[src/rtl/key_decoder_binary_pkg.sv]
// Shared definitions for the keypad decode path.
// - cmd_class_t : command class presented to the calculator core
// - KC_*        : code-byte constants for operator and control keys
// - state_t     : handshake FSM states
// - cmd_t       : decoded command (class + argument)
// - decode_key(): maps a code byte onto a cmd_t
package key_pkg;

    typedef enum logic [2:0] {
        DIGIT   = 3'd0,
        OP      = 3'd1,
        ENTER   = 3'd2,
        CLEAR   = 3'd3,
        BACK    = 3'd4,
        INVALID = 3'd7
    } cmd_class_t;

    localparam logic [7:0] KC_ADD       = 8'h10;
    localparam logic [7:0] KC_SUB       = 8'h11;
    localparam logic [7:0] KC_MUL       = 8'h12;
    localparam logic [7:0] KC_DET       = 8'h13;
    localparam logic [7:0] KC_TRANSPOSE = 8'h14;
    localparam logic [7:0] KC_ENTER     = 8'h20;
    localparam logic [7:0] KC_CLEAR     = 8'h21;
    localparam logic [7:0] KC_BACK      = 8'h22;

    typedef enum logic {
        IDLE = 1'b0,
        HOLD = 1'b1
    } state_t;

    typedef struct packed {
        cmd_class_t cls;
        logic [3:0] arg;
    } cmd_t;

    function automatic cmd_t decode_key(input logic [7:0] b);
        cmd_t c;
        c.cls = INVALID;
        c.arg = 4'h0;
        if (b[7:4] == 4'h0) begin
            c.cls = DIGIT;
            c.arg = b[3:0];
        end else begin
            case (b)
                KC_ADD, KC_SUB, KC_MUL, KC_DET, KC_TRANSPOSE: begin
                    // Operator index is the low nibble: ADD=0 ... TRANSPOSE=4.
                    c.cls = OP;
                    c.arg = b[3:0];
                end
                KC_ENTER: c.cls = ENTER;
                KC_CLEAR: c.cls = CLEAR;
                KC_BACK:  c.cls = BACK;
                default:  c.cls = INVALID;
            endcase
        end
        return c;
    endfunction

endpackage

[src/rtl/key_decoder_binary_if.sv]
// Command handshake between the key decoder and the calculator control FSM.
// - out_valid : held command is valid            (master -> slave)
// - out_ready : consumer accepts it this cycle   (slave -> master)
// - cmd_class : command class                    (master -> slave)
// - cmd_arg   : digit value or operator index    (master -> slave)
interface key_decoder_binary_if;
    import key_pkg::*;

    logic       out_valid;
    logic       out_ready;
    cmd_class_t cmd_class;
    logic [3:0] cmd_arg;

    modport master (
        output out_valid,
        output cmd_class,
        output cmd_arg,
        input  out_ready
    );

    modport slave (
        input  out_valid,
        input  cmd_class,
        input  cmd_arg,
        output out_ready
    );

endinterface

[src/rtl/key_decoder_binary_hex_to_ssd.sv]
// Hex nibble to seven-segment pattern, combinational.
// - nibble_i : 4-bit value 0..F
// - seg_o    : active-high segments {dp, g, f, e, d, c, b, a}; dp always off
module hex_to_ssd (
    input  logic [3:0] nibble_i,
    output logic [7:0] seg_o
);

    always_comb begin
        case (nibble_i)
            4'h0: seg_o = 8'h3F;
            4'h1: seg_o = 8'h06;
            4'h2: seg_o = 8'h5B;
            4'h3: seg_o = 8'h4F;
            4'h4: seg_o = 8'h66;
            4'h5: seg_o = 8'h6D;
            4'h6: seg_o = 8'h7D;
            4'h7: seg_o = 8'h07;
            4'h8: seg_o = 8'h7F;
            4'h9: seg_o = 8'h6F;
            4'hA: seg_o = 8'h77;
            4'hB: seg_o = 8'h7C;
            4'hC: seg_o = 8'h39;
            4'hD: seg_o = 8'h5E;
            4'hE: seg_o = 8'h79;
            default: seg_o = 8'h71;
        endcase
    end

endmodule

[src/rtl/key_decoder_binary.sv]
// Keypad receive path: detects each newly completed keycode, decodes it into
// a calculator command and holds it under a valid/ready handshake.
// - clk, reset : system clock, asynchronous active-high reset
// - keycode    : [8] code-complete level, [7:0] code byte
// - clear_err  : synchronous clear of overflow and err_count
// - cmd_bus    : out_valid/out_ready/cmd_class/cmd_arg handshake (master side)
// - overflow   : sticky, a code arrived while a command was still held
// - err_count  : saturating count of INVALID commands captured
// - ss1, ss0   : seven-segment echo of the last code byte (high, low nibble)
module key_decoder_binary
    import key_pkg::*;
#(
    parameter int ERR_W = 4
) (
    input  logic                 clk,
    input  logic                 reset,
    input  logic [8:0]           keycode,
    input  logic                 clear_err,
    key_decoder_binary_if.master cmd_bus,
    output logic                 overflow,
    output logic [ERR_W-1:0]     err_count,
    output logic [7:0]           ss1,
    output logic [7:0]           ss0
);

    state_t           state_q, state_d;
    logic             prev_q;
    cmd_t             cmd_q, cmd_d;
    logic             overflow_q, overflow_d;
    logic [ERR_W-1:0] err_q, err_d;
    logic [7:0]       ss1_q, ss1_d, ss0_q, ss0_d;

    logic             new_code;
    logic             cmd_load;
    cmd_t             decoded;
    logic [7:0]       seg_hi, seg_lo;

    // Rising edge of the code-complete level; a level held high counts once.
    assign new_code = keycode[8] & ~prev_q;
    assign decoded  = decode_key(keycode[7:0]);

    hex_to_ssd u_ssd_hi (.nibble_i(keycode[7:4]), .seg_o(seg_hi));
    hex_to_ssd u_ssd_lo (.nibble_i(keycode[3:0]), .seg_o(seg_lo));

    always_comb begin
        // NOTE: every variable gets its hold value first so no path leaves it unassigned (no latches).
        state_d    = state_q;
        cmd_d      = cmd_q;
        overflow_d = overflow_q;
        err_d      = err_q;
        ss1_d      = ss1_q;
        ss0_d      = ss0_q;
        cmd_load   = 1'b0;

        case (state_q)
            IDLE: begin
                if (new_code) begin
                    cmd_load = 1'b1;
                    state_d  = HOLD;
                end
            end
            HOLD: begin
                if (cmd_bus.out_ready) begin
                    // A code arriving in the transfer cycle replaces the one leaving.
                    if (new_code) cmd_load = 1'b1;
                    else          state_d  = IDLE;
                end else if (new_code) begin
                    overflow_d = 1'b1;
                end
            end
            default: state_d = IDLE;
        endcase

        // The echo follows every new code, including ones dropped on overflow.
        if (new_code) begin
            ss1_d = seg_hi;
            ss0_d = seg_lo;
        end

        // Only codes actually presented to the core are counted; drops show up as overflow.
        if (cmd_load) begin
            cmd_d = decoded;
            if (decoded.cls == INVALID && err_q != {ERR_W{1'b1}})
                err_d = err_q + ERR_W'(1);
        end

        if (clear_err) begin
            overflow_d = 1'b0;
            err_d      = '0;
        end
    end

    // NOTE: sequential state uses non-blocking assignments so all registers update from pre-edge values.
    always_ff @(posedge clk or posedge reset) begin
        if (reset) begin
            state_q    <= IDLE;
            prev_q     <= 1'b0;
            cmd_q      <= '{cls: DIGIT, arg: 4'h0};
            overflow_q <= 1'b0;
            err_q      <= '0;
            ss1_q      <= 8'h00;
            ss0_q      <= 8'h00;
        end else begin
            state_q    <= state_d;
            prev_q     <= keycode[8];
            cmd_q      <= cmd_d;
            overflow_q <= overflow_d;
            err_q      <= err_d;
            ss1_q      <= ss1_d;
            ss0_q      <= ss0_d;
        end
    end

    assign cmd_bus.out_valid = (state_q == HOLD);
    assign cmd_bus.cmd_class = cmd_q.cls;
    assign cmd_bus.cmd_arg   = cmd_q.arg;
    assign overflow          = overflow_q;
    assign err_count         = err_q;
    assign ss1               = ss1_q;
    assign ss0               = ss0_q;

endmodule
[src/flat_wrapper.sv]
// flat-port wrapper written by rule: the top's interface ports become plain ports
module key_decoder_binary_flat import key_pkg::*;
#(
    parameter int ERR_W = 4
)
  (clk, reset, keycode, clear_err, overflow, err_count, ss1, ss0, cmd_bus_out_valid, cmd_bus_cmd_class, cmd_bus_cmd_arg, cmd_bus_out_ready);
  key_decoder_binary_if cmd_bus_i ();
  input  logic clk;
  input  logic reset;
  input  logic [8:0] keycode;
  input  logic clear_err;
  output logic overflow;
  output logic [ERR_W-1:0] err_count;
  output logic [7:0] ss1;
  output logic [7:0] ss0;
  output wire logic [$bits(cmd_bus_i.out_valid)-1:0] cmd_bus_out_valid;
  output wire logic [$bits(cmd_bus_i.cmd_class)-1:0] cmd_bus_cmd_class;
  output wire logic [$bits(cmd_bus_i.cmd_arg)-1:0] cmd_bus_cmd_arg;
  input wire logic [$bits(cmd_bus_i.out_ready)-1:0] cmd_bus_out_ready;
  assign cmd_bus_out_valid = cmd_bus_i.out_valid;
  assign cmd_bus_cmd_class = cmd_bus_i.cmd_class;
  assign cmd_bus_cmd_arg = cmd_bus_i.cmd_arg;
  assign cmd_bus_i.out_ready = cmd_bus_out_ready;
  key_decoder_binary #(.ERR_W(ERR_W)) u_core (.clk(clk), .reset(reset), .keycode(keycode), .clear_err(clear_err), .cmd_bus(cmd_bus_i), .overflow(overflow), .err_count(err_count), .ss1(ss1), .ss0(ss0));
endmodule
[config.mk]
export PLATFORM = sky130hd
export DESIGN_NAME = key_decoder_binary_flat
export DESIGN_NICKNAME = d
export VERILOG_FILES = /design/src/rtl/key_decoder_binary_pkg.sv /design/src/rtl/key_decoder_binary_if.sv /design/src/rtl/key_decoder_binary_hex_to_ssd.sv /design/src/rtl/key_decoder_binary.sv /design/src/flat_wrapper.sv
export SDC_FILE = /design/constraint.sdc
export NUM_CORES = 1
export LEC_CHECK = 0
export BUFFER_PORTS_ARGS = -buffer_cell sky130_fd_sc_hd__buf_2
export CELL_PAD_IN_SITES_DETAIL_PLACEMENT = 1
export CELL_PAD_IN_SITES_GLOBAL_PLACEMENT = 1
export CORE_MARGIN = 10
export CORE_UTILIZATION = 40
export DETAILED_ROUTE_END_ITERATION = 7
export HOLD_SLACK_MARGIN = 0.12
export PLACE_DENSITY_LB_ADDON = 0.1
export SLEW_MARGIN = 0
export SYNTH_ARGS = -nofsm -noshare
export SYNTH_HDL_FRONTEND = slang
export SYNTH_HIERARCHICAL = 1
export SYNTH_SLANG_ARGS = --single-unit
[constraint.sdc]
create_clock -name clk -period 2.2 [get_ports clk]
set_input_delay 0.22 -clock clk [delete_from_list [all_inputs] [get_ports clk]]
set_output_delay 0.22 -clock clk [all_outputs]
set_load 0.05 [all_outputs]
==> results of run 1 <==
==> registers in the layout, summed over array words and instances (netlist names) <==
| register | count |
|---|---|
| u_core/ss0 | 8 |
| u_core/ss1 | 8 |
| u_core/cmd_bus.cmd_arg | 4 |
| u_core/err_count | 4 |
| u_core/cmd_bus.cmd_class | 3 |
| u_core/cmd_bus.out_valid | 1 |
| u_core/overflow | 1 |
| u_core/prev_q | 1 |
==> path summary, 6_finish.rpt <==
check                                             endpoint                            start  slack, ns  cells after the start
setup / recovery           u_core/err_count[3]$_DFFE_PP0P_                       keycode[8]       0.26                      7
min in group asynchronous  u_core/err_count[0]$_DFFE_PP0P_                            reset       0.58                      4
hold reg to reg                  u_core/ss1[1]$_DFFE_PP0P_        u_core/ss1[1]$_DFFE_PP0P_       0.47                      2
setup reg to reg           u_core/err_count[3]$_DFFE_PP0P_  u_core/err_count[0]$_DFFE_PP0P_       0.37                      5
max in group asynchronous        u_core/ss0[3]$_DFFE_PP0P_                            reset       1.32                      4
hold / removal             u_core/err_count[3]$_DFFE_PP0P_                        clear_err       0.14                      2
==> per-stage QoR <==
stage	instances	hold WS [ns]	worst slack, ns
after global placement	296	0.317	0.487
after floorplan	211	0.251	0.286
after global routing	306	0.154	0.125
after detailed placement	296	0.322	0.409
final	306	0.141	0.265
after CTS	306	0.142	0.272
==> synth_stat cells, types with 2 or more instances <==
cell type,instances
nand3_1,3
or3_1,2
conb_1,2
nor3_1,4
nand2b_1,3
clkbuf_1,2
inv_1,12
buf_4,3
nor3b_1,3
nor2b_1,4
a22oi_1,2
dfrtp_1,30
nor2_1,7
ha_1,15
nand2_1,66
a21o_1,2
nor4_1,3
o21ai_0,7
mux2_2,6
mux2i_1,5
buf_6,3
a21oi_1,8
==> power groups by stage <==
stage | Sequential, mW | Combinational, mW | Clock (mW)
finish | 0.638 | 0.497 | 0.553
global route | 0.648 | 0.547 | 0.591
CTS | 0.640 | 0.505 | 0.569
detailed placement | 0.650 | 0.499 | 0
global placement | 0.649 | 0.494 | 0
floorplan | 0.859 | 0.165 | 0
==> metal layers <==
layer  track usage [%]  wire (um)  vias to the layer above
met5                 0          0                        -
met4              4.85         68                        0
met3              5.70        375                        6
met2              21.8       2160                       34
met1              15.9       2140                      723
li1                  -          -                      776
==> area by class of cell <==
type	instances	area, um^2
Clock inverter	3	40.0
Inverter	13	51.3
Clock buffer	5	68.8
Timing Repair Buffer	45	240
Tap cell	52	65.1
Multi-Input combinational cell	158	1000
Fill cell	555	2220
Sequential cell	30	751
==> critical path, stage by stage <==
cell,delay (ns)
dlygate4sd3_1,0.53
buf_2,0.15
nand2b_4,0.15
a311oi_2,0.32
nand4_2,0.23
or3_1,0.41
a21oi_1,0.15
==> cells by family (layout without fill, tap and decap cells) <==
| kind of cell | count (synthesis) | after routing |
|---|---|---|
| and+or+nand+nor | 100 | 100 |
| muxes | 13 | 13 |
| xor gates and xnor gates | 1 | 1 |
| DFF | 30 | 30 |
| buffers and inverters | 23 | 66 |
| other | 2 | 2 |
| adders and majority gates | 15 | 15 |
| AOI/OAI and AO/OA | 27 | 27 |
==> timing repair <==
action / 4_1_cts / 5_1_grt
endpoints found under the hold margin: 31 / 0
resized for setup: 0 / 0
setup endpoints to repair: 0 / 0
hold buffers: 2 / 0
==> impl_metrics.py, run 1 <==
metrics = {
    "logic_synthesis": {
        "synthSimpleGateAreaFrac_pct": 24.2,
        "synth_top_family_by_area": "simple AND/OR/NAND/NOR gates",
        "synth_nets": 239,
        "synthTopCellsByArea": "dfrtp_1, nand2_1, ha_1, mux2_2, mux2i_1",
        "yosys.area.top_type": "dfrtp_1",
        "synth_edf_count": 0,
        "synth_xor_area_share_pct": 0.466,
        "syn_area_mm2": 0.00188,
        "synth_compound_area_share_pct": 9.52,
        "synth_cell_types": 41,
        "async_reset_ff_share_pct": 100,
        "yosys.area_share.adder_pct": 9.99,
        "synth_cells": 211,
        "syn_area_per_cell_um2": 8.91,
        "ys.flop_type": "dfrtp_1",
        "synth.area.mux_share_pct": 8.85,
        "yosysSeqAreaShare_pct": 39.9,
        "netlist.area_leader.share_pct": 39.9,
        "synth_seq_cells": 30,
        "synth_warnings": 6,
    },
    "sta": {
        "slew_viol_final": 0,
        "finalSetupTns_ns": 0,
        "tightest_slew_ns": 0.545,
        "slew_headroom_pct": 63.4,
        "rsz0062_at_grt": "false",
        "timing.fmax_mhz": 517,
        "fin_crit_ns": 1.94,
        "hold_violations": 0,
        "period_share_pct": 88.0,
        "fin_worst_skew_ns": 0.00939,
        "final-setup-viol-count": 0,
    },
    "run": {
        "drv_cap": 0,
    },
    "finish": {
        "areaGrowthSynthToFinish_pct": 18.2,
        "antenna_cells": 0,
        "drive_gt1_share_pct": 24.8,
        "mostFrequentLayoutCells": "nand2_1, buf_2, dfrtp_1",
        "final_common_cell": "nand2_1",
        "fin_area_mm2": 0.00222,
        "final_util_pct": 50.0,
        "nets": 281,
    },
    "routing": {
        "drt_iter0_markers": 79,
        "firstDrtPassIters": 4,
        "routed-via-count": 1539,
        "ant_nets": 0,
        "postRouteWirelength_um": 4740,
        "wl_per_cell_um": 15.5,
        "via_per_inst": 5.03,
        "drc": 0,
    },
    "clock_network": {
        "h-tree-depth": 2,
        "cts_buffer_depth": 2,
        "cts.sinks": 30,
        "insertion_delay_ns": 0.29,
        "post_cts_buffers": 0,
        "tritoncts": "yes",
        "cts-root-buf": "clkbuf_8",
        "clk_pin_slew_ns": 0.07,
        "cts_made_buffers": 5,
    },
    "global_routing": {
        "grt_pass1_wl_um": 8370,
        "grt_max_degree": 31,
        "grt_pass1_vias": 1750,
        "grt.total_usage_pct": 13.6,
        "overflow": 0,
        "antenna_found_initial": 0,
    },
    "floorplan": {
        "die_area_mm2": 0.00784,
        "io_pins": 42,
        "core-area_mm2": 0.00444,
        "rows": 24,
        "fp.dieH_um": 88.5,
        "dieWidth_um": 88.5,
        "start_util_pct": 42.3,
    },
    "power": {
        "p_seq_share_pct": 37.8,
        "fin_total_pwr_mw": 1.69,
        "clkPwrFrac_pct": 32.8,
        "p_int_mw": 1.07,
        "vdd_drop_max_uv": 398,
        "power.density_mw_per_mm2": 760,
        "p_switching_mw": 0.616,
        "p_leak_nw": 1.17,
        "netSwitchingFraction_pct": 36.4,
        "combPwrFrac_pct": 29.4,
    },
    "min_path": {
        "hp-class": "primary input to flip-flop",
    },
    "placement": {
        "io_buffers": 41,
        "gp_congestion": 0.772,
        "dpl_cell_area_mm2": 0.00209,
        "dp_hpwl_um": 3510,
    },
    "status": {
        "outcome": "complete, no violations",
    },
    "critical_path": {
        "crit_type": "primary input to flip-flop",
        "crit_required_ns": 2.42,
        "crit_fanout": 19,
        "cp.arrival_ns": 2.16,
        "setup.worst_path.end_class": "flip-flop",
        "cp-start-kind": "primary input",
    },
}
(Power assumes the default switching activity.)
==> run 2: changes to the inputs <==
--- a/config.mk
+++ b/config.mk
@@ -9,7 +9,7 @@
 export CELL_PAD_IN_SITES_DETAIL_PLACEMENT = 1
 export CELL_PAD_IN_SITES_GLOBAL_PLACEMENT = 1
 export CORE_MARGIN = 10
-export CORE_UTILIZATION = 40
+export CORE_UTILIZATION = 36
 export DETAILED_ROUTE_END_ITERATION = 7
 export HOLD_SLACK_MARGIN = 0.12
 export PLACE_DENSITY_LB_ADDON = 0.1
==> constraint.sdc (replaced) <==
create_clock -name clk -period 1.6 [get_ports clk]
set_input_delay 0.16 -clock clk [delete_from_list [all_inputs] [get_ports clk]]
set_output_delay 0.16 -clock clk [all_outputs]
set_load 0.05 [all_outputs]
==> run 2 against run 1 <==
Compared with the run above:
- the run now ends with negative setup slack left
- register-to-register slack got worse by 0.38 ns
- power is 30% higher
- first-iteration DRC count is 57% lower
- sequential share of layout area is 1.7 points lower
- via count is 4.7% higher
- non-clock buffer count increased by 14
- design area grew 5.7%
- highest routed layer unchanged
==> impl_metrics.py, run 2 (same netlist as run 1, synthesis figures left out) <==
metrics = {
    "status": {
        "outcome": "finished, violations left",
        "violations": "negative setup slack",
    },
    "sta": {
        "period_share_pct": 101,
        "worst_slack_ns": -0.0112,
        "timing.fmax_mhz": 621,
        "rsz0062_at_grt": "true",
        "hold_violations": 0,
        "fin_worst_skew_ns": 0.00533,
        "fin_crit_ns": 1.61,
        "finalSetupTns_ns": -0.0112,
        "final-setup-viol-count": 1,
        "slew_viol_final": 0,
    },
    "critical_path": {
        "crit_chain": "ha_4 -> a311oi_2 -> nand4_2 -> or3_1 -> a21oi_2",
        "rrSetupSlack_ns": -0.01,
        "cp.arrival_ns": 1.83,
        "setup.worst_path.end_class": "flip-flop",
        "crit_buf_inv": 0,
        "startpoint": "u_core/err_count[1]$_DFFE_PP0P_",
        "timing.rr.start": "u_core/err_count[1]$_DFFE_PP0P_",
        "cp-start-kind": "flip-flop",
        "cpLargestDelayFamily": "simple AND/OR/NAND/NOR gates",
        "cp.depth": 5,
        "crit_type": "flip-flop to flip-flop",
        "reg2reg_depth": 5,
        "crit_fanout": 5,
        "r2r_end": "u_core/err_count[2]$_DFFE_PP0P_",
        "crit_slowest_cell": "dfrtp_2",
        "slowest_delay_ns": 0.44,
        "crit_required_ns": 1.82,
    },
    "routing": {
        "drt_iter0_markers": 34,
        "firstDrtPassIters": 4,
        "routed-via-count": 1612,
        "wl_per_cell_um": 15.2,
        "postRouteWirelength_um": 5130,
        "drc": 0,
        "ant_nets": 0,
        "via_per_inst": 4.77,
    },
    "clock_network": {
        "h-tree-depth": 2,
        "clk_pin_slew_ns": 0.07,
        "insertion_delay_ns": 0.28,
        "cts.sinks": 30,
        "cts_buffer_depth": 2,
        "tritoncts": "yes",
        "cts-root-buf": "clkbuf_8",
        "cts_made_buffers": 5,
    },
    "global_routing": {
        "grt_pass1_wl_um": 8660,
        "grt.total_usage_pct": 12.5,
        "antenna_found_initial": 0,
        "grt_max_degree": 31,
        "grt_pass1_vias": 1767,
        "overflow": 0,
    },
    "power": {
        "p_seq_share_pct": 40.1,
        "combPwrFrac_pct": 32.5,
        "fin_total_pwr_mw": 2.20,
        "vdd_drop_max_uv": 534,
        "clkPwrFrac_pct": 27.5,
        "netSwitchingFraction_pct": 39.1,
        "p_int_mw": 1.34,
        "power.density_mw_per_mm2": 938,
        "p_switching_mw": 0.861,
        "p_leak_nw": 1.22,
    },
    "finish": {
        "final_common_cell": "nand2_1",
        "drive_gt1_share_pct": 30.2,
        "mostFrequentLayoutCells": "nand2_1, buf_2, dfrtp_1",
        "nets": 295,
        "final_util_pct": 46.3,
        "areaGrowthSynthToFinish_pct": 25.0,
        "antenna_cells": 0,
        "fin_area_mm2": 0.00235,
    },
    "placement": {
        "io_buffers": 41,
        "dp_hpwl_um": 3890,
        "dpl_cell_area_mm2": 0.00223,
        "gp_congestion": 0.800,
    },
    "floorplan": {
        "core-area_mm2": 0.00507,
        "dieWidth_um": 92.3,
        "io_pins": 42,
        "start_util_pct": 37.0,
        "die_area_mm2": 0.00851,
        "rows": 26,
        "fp.dieH_um": 92.3,
    },
    "min_path": {
        "hold_path_end": "u_core/cmd_bus.cmd_arg[3]$_DFFE_PP0P_",
        "hp-class": "primary input to flip-flop",
        "holdCritStartpoint": "keycode[3]",
        "whs_path_depth": 3,
    },
    "run": {
        "drv_cap": 0,
    },
}
run 2: changes by cell type in the layout (fill, tap and decap cells not counted), moves of 2 or more:
| cell | previous run | this run |
|---|---|---|
| dfrtp_2 | 0 | 3 |
| a21oi_2 | 0 | 2 |
| dfrtp_1 | 30 | 27 |
| a21oi_1 | 8 | 6 |
| buf_4 | 2 | 15 |
run 2: power groups by stage:
stage               combinational [mW]  sequential [mW]  clock [mW]
floorplan                        0.227             1.18           0
global placement                 0.713            0.898           0
detailed placement               0.724            0.897           0
CTS                              0.730            0.885       0.631
global route                     0.779            0.893       0.661
finish                           0.715            0.883       0.605
run 2: repair_timing:
item	4_1_cts	5_1_grt
gates resized for setup	0	2
setup endpoints to repair	1	4
hold buffers	3	0
setup buffers	0	0
endpoints found under the hold margin	36	0
run 2: worst min-delay path: stages:
cell and delay, ns:
buf_2 0.13, nand3_1 0.07, nand2_1 0.05
run 2: worst max-delay path by stage:
stage | slack [ns] | to
2_1_floorplan | -0.08 | u_core/err_count[2]$_DFFE_PP0P_
3_3_place_gp | 0.06 | u_core/err_count[2]$_DFFE_PP0P_
3_5_place_dp | 0.007 | u_core/err_count[2]$_DFFE_PP0P_
4_1_cts | -0.01 | u_core/err_count[2]$_DFFE_PP0P_
5_1_grt | -0.09 | u_core/err_count[2]$_DFFE_PP0P_
6_report | -0.01 | u_core/err_count[2]$_DFFE_PP0P_
run 2: final cells by class:
cell class / count / area, um^2
fill: 636 / 2730
multi-input combinational: 158 / 1020
sequential: 30 / 754
timing repair buffer: 59 / 348
tap: 70 / 87.6
clock buffer: 6 / 72.6
inverter: 13 / 51.3
clock inverter: 2 / 10.0
run 2: layer usage:
metal / wire [um] / share of wire, % / vias up / global-route usage, %
met4: 25 / 0.49 / 0 / 3.08
met5: 0 / 0 / - / 0
met2: 2750 / 54 / 22 / 23.7
met3: 203 / 4.0 / 2 / 3.83
met1: 2150 / 42 / 788 / 12.9
li1: - / - / 800 / -
run 2: metrics by stage:
stage               cells  worst slack, ns  hold WS [ns]
floorplan             211          -0.0849         0.191
global route          338          -0.0912         0.165
CTS                   338          -0.0137         0.155
detailed placement    327          0.00669         0.271
finish                338          -0.0112         0.163
global placement      327           0.0632         0.269
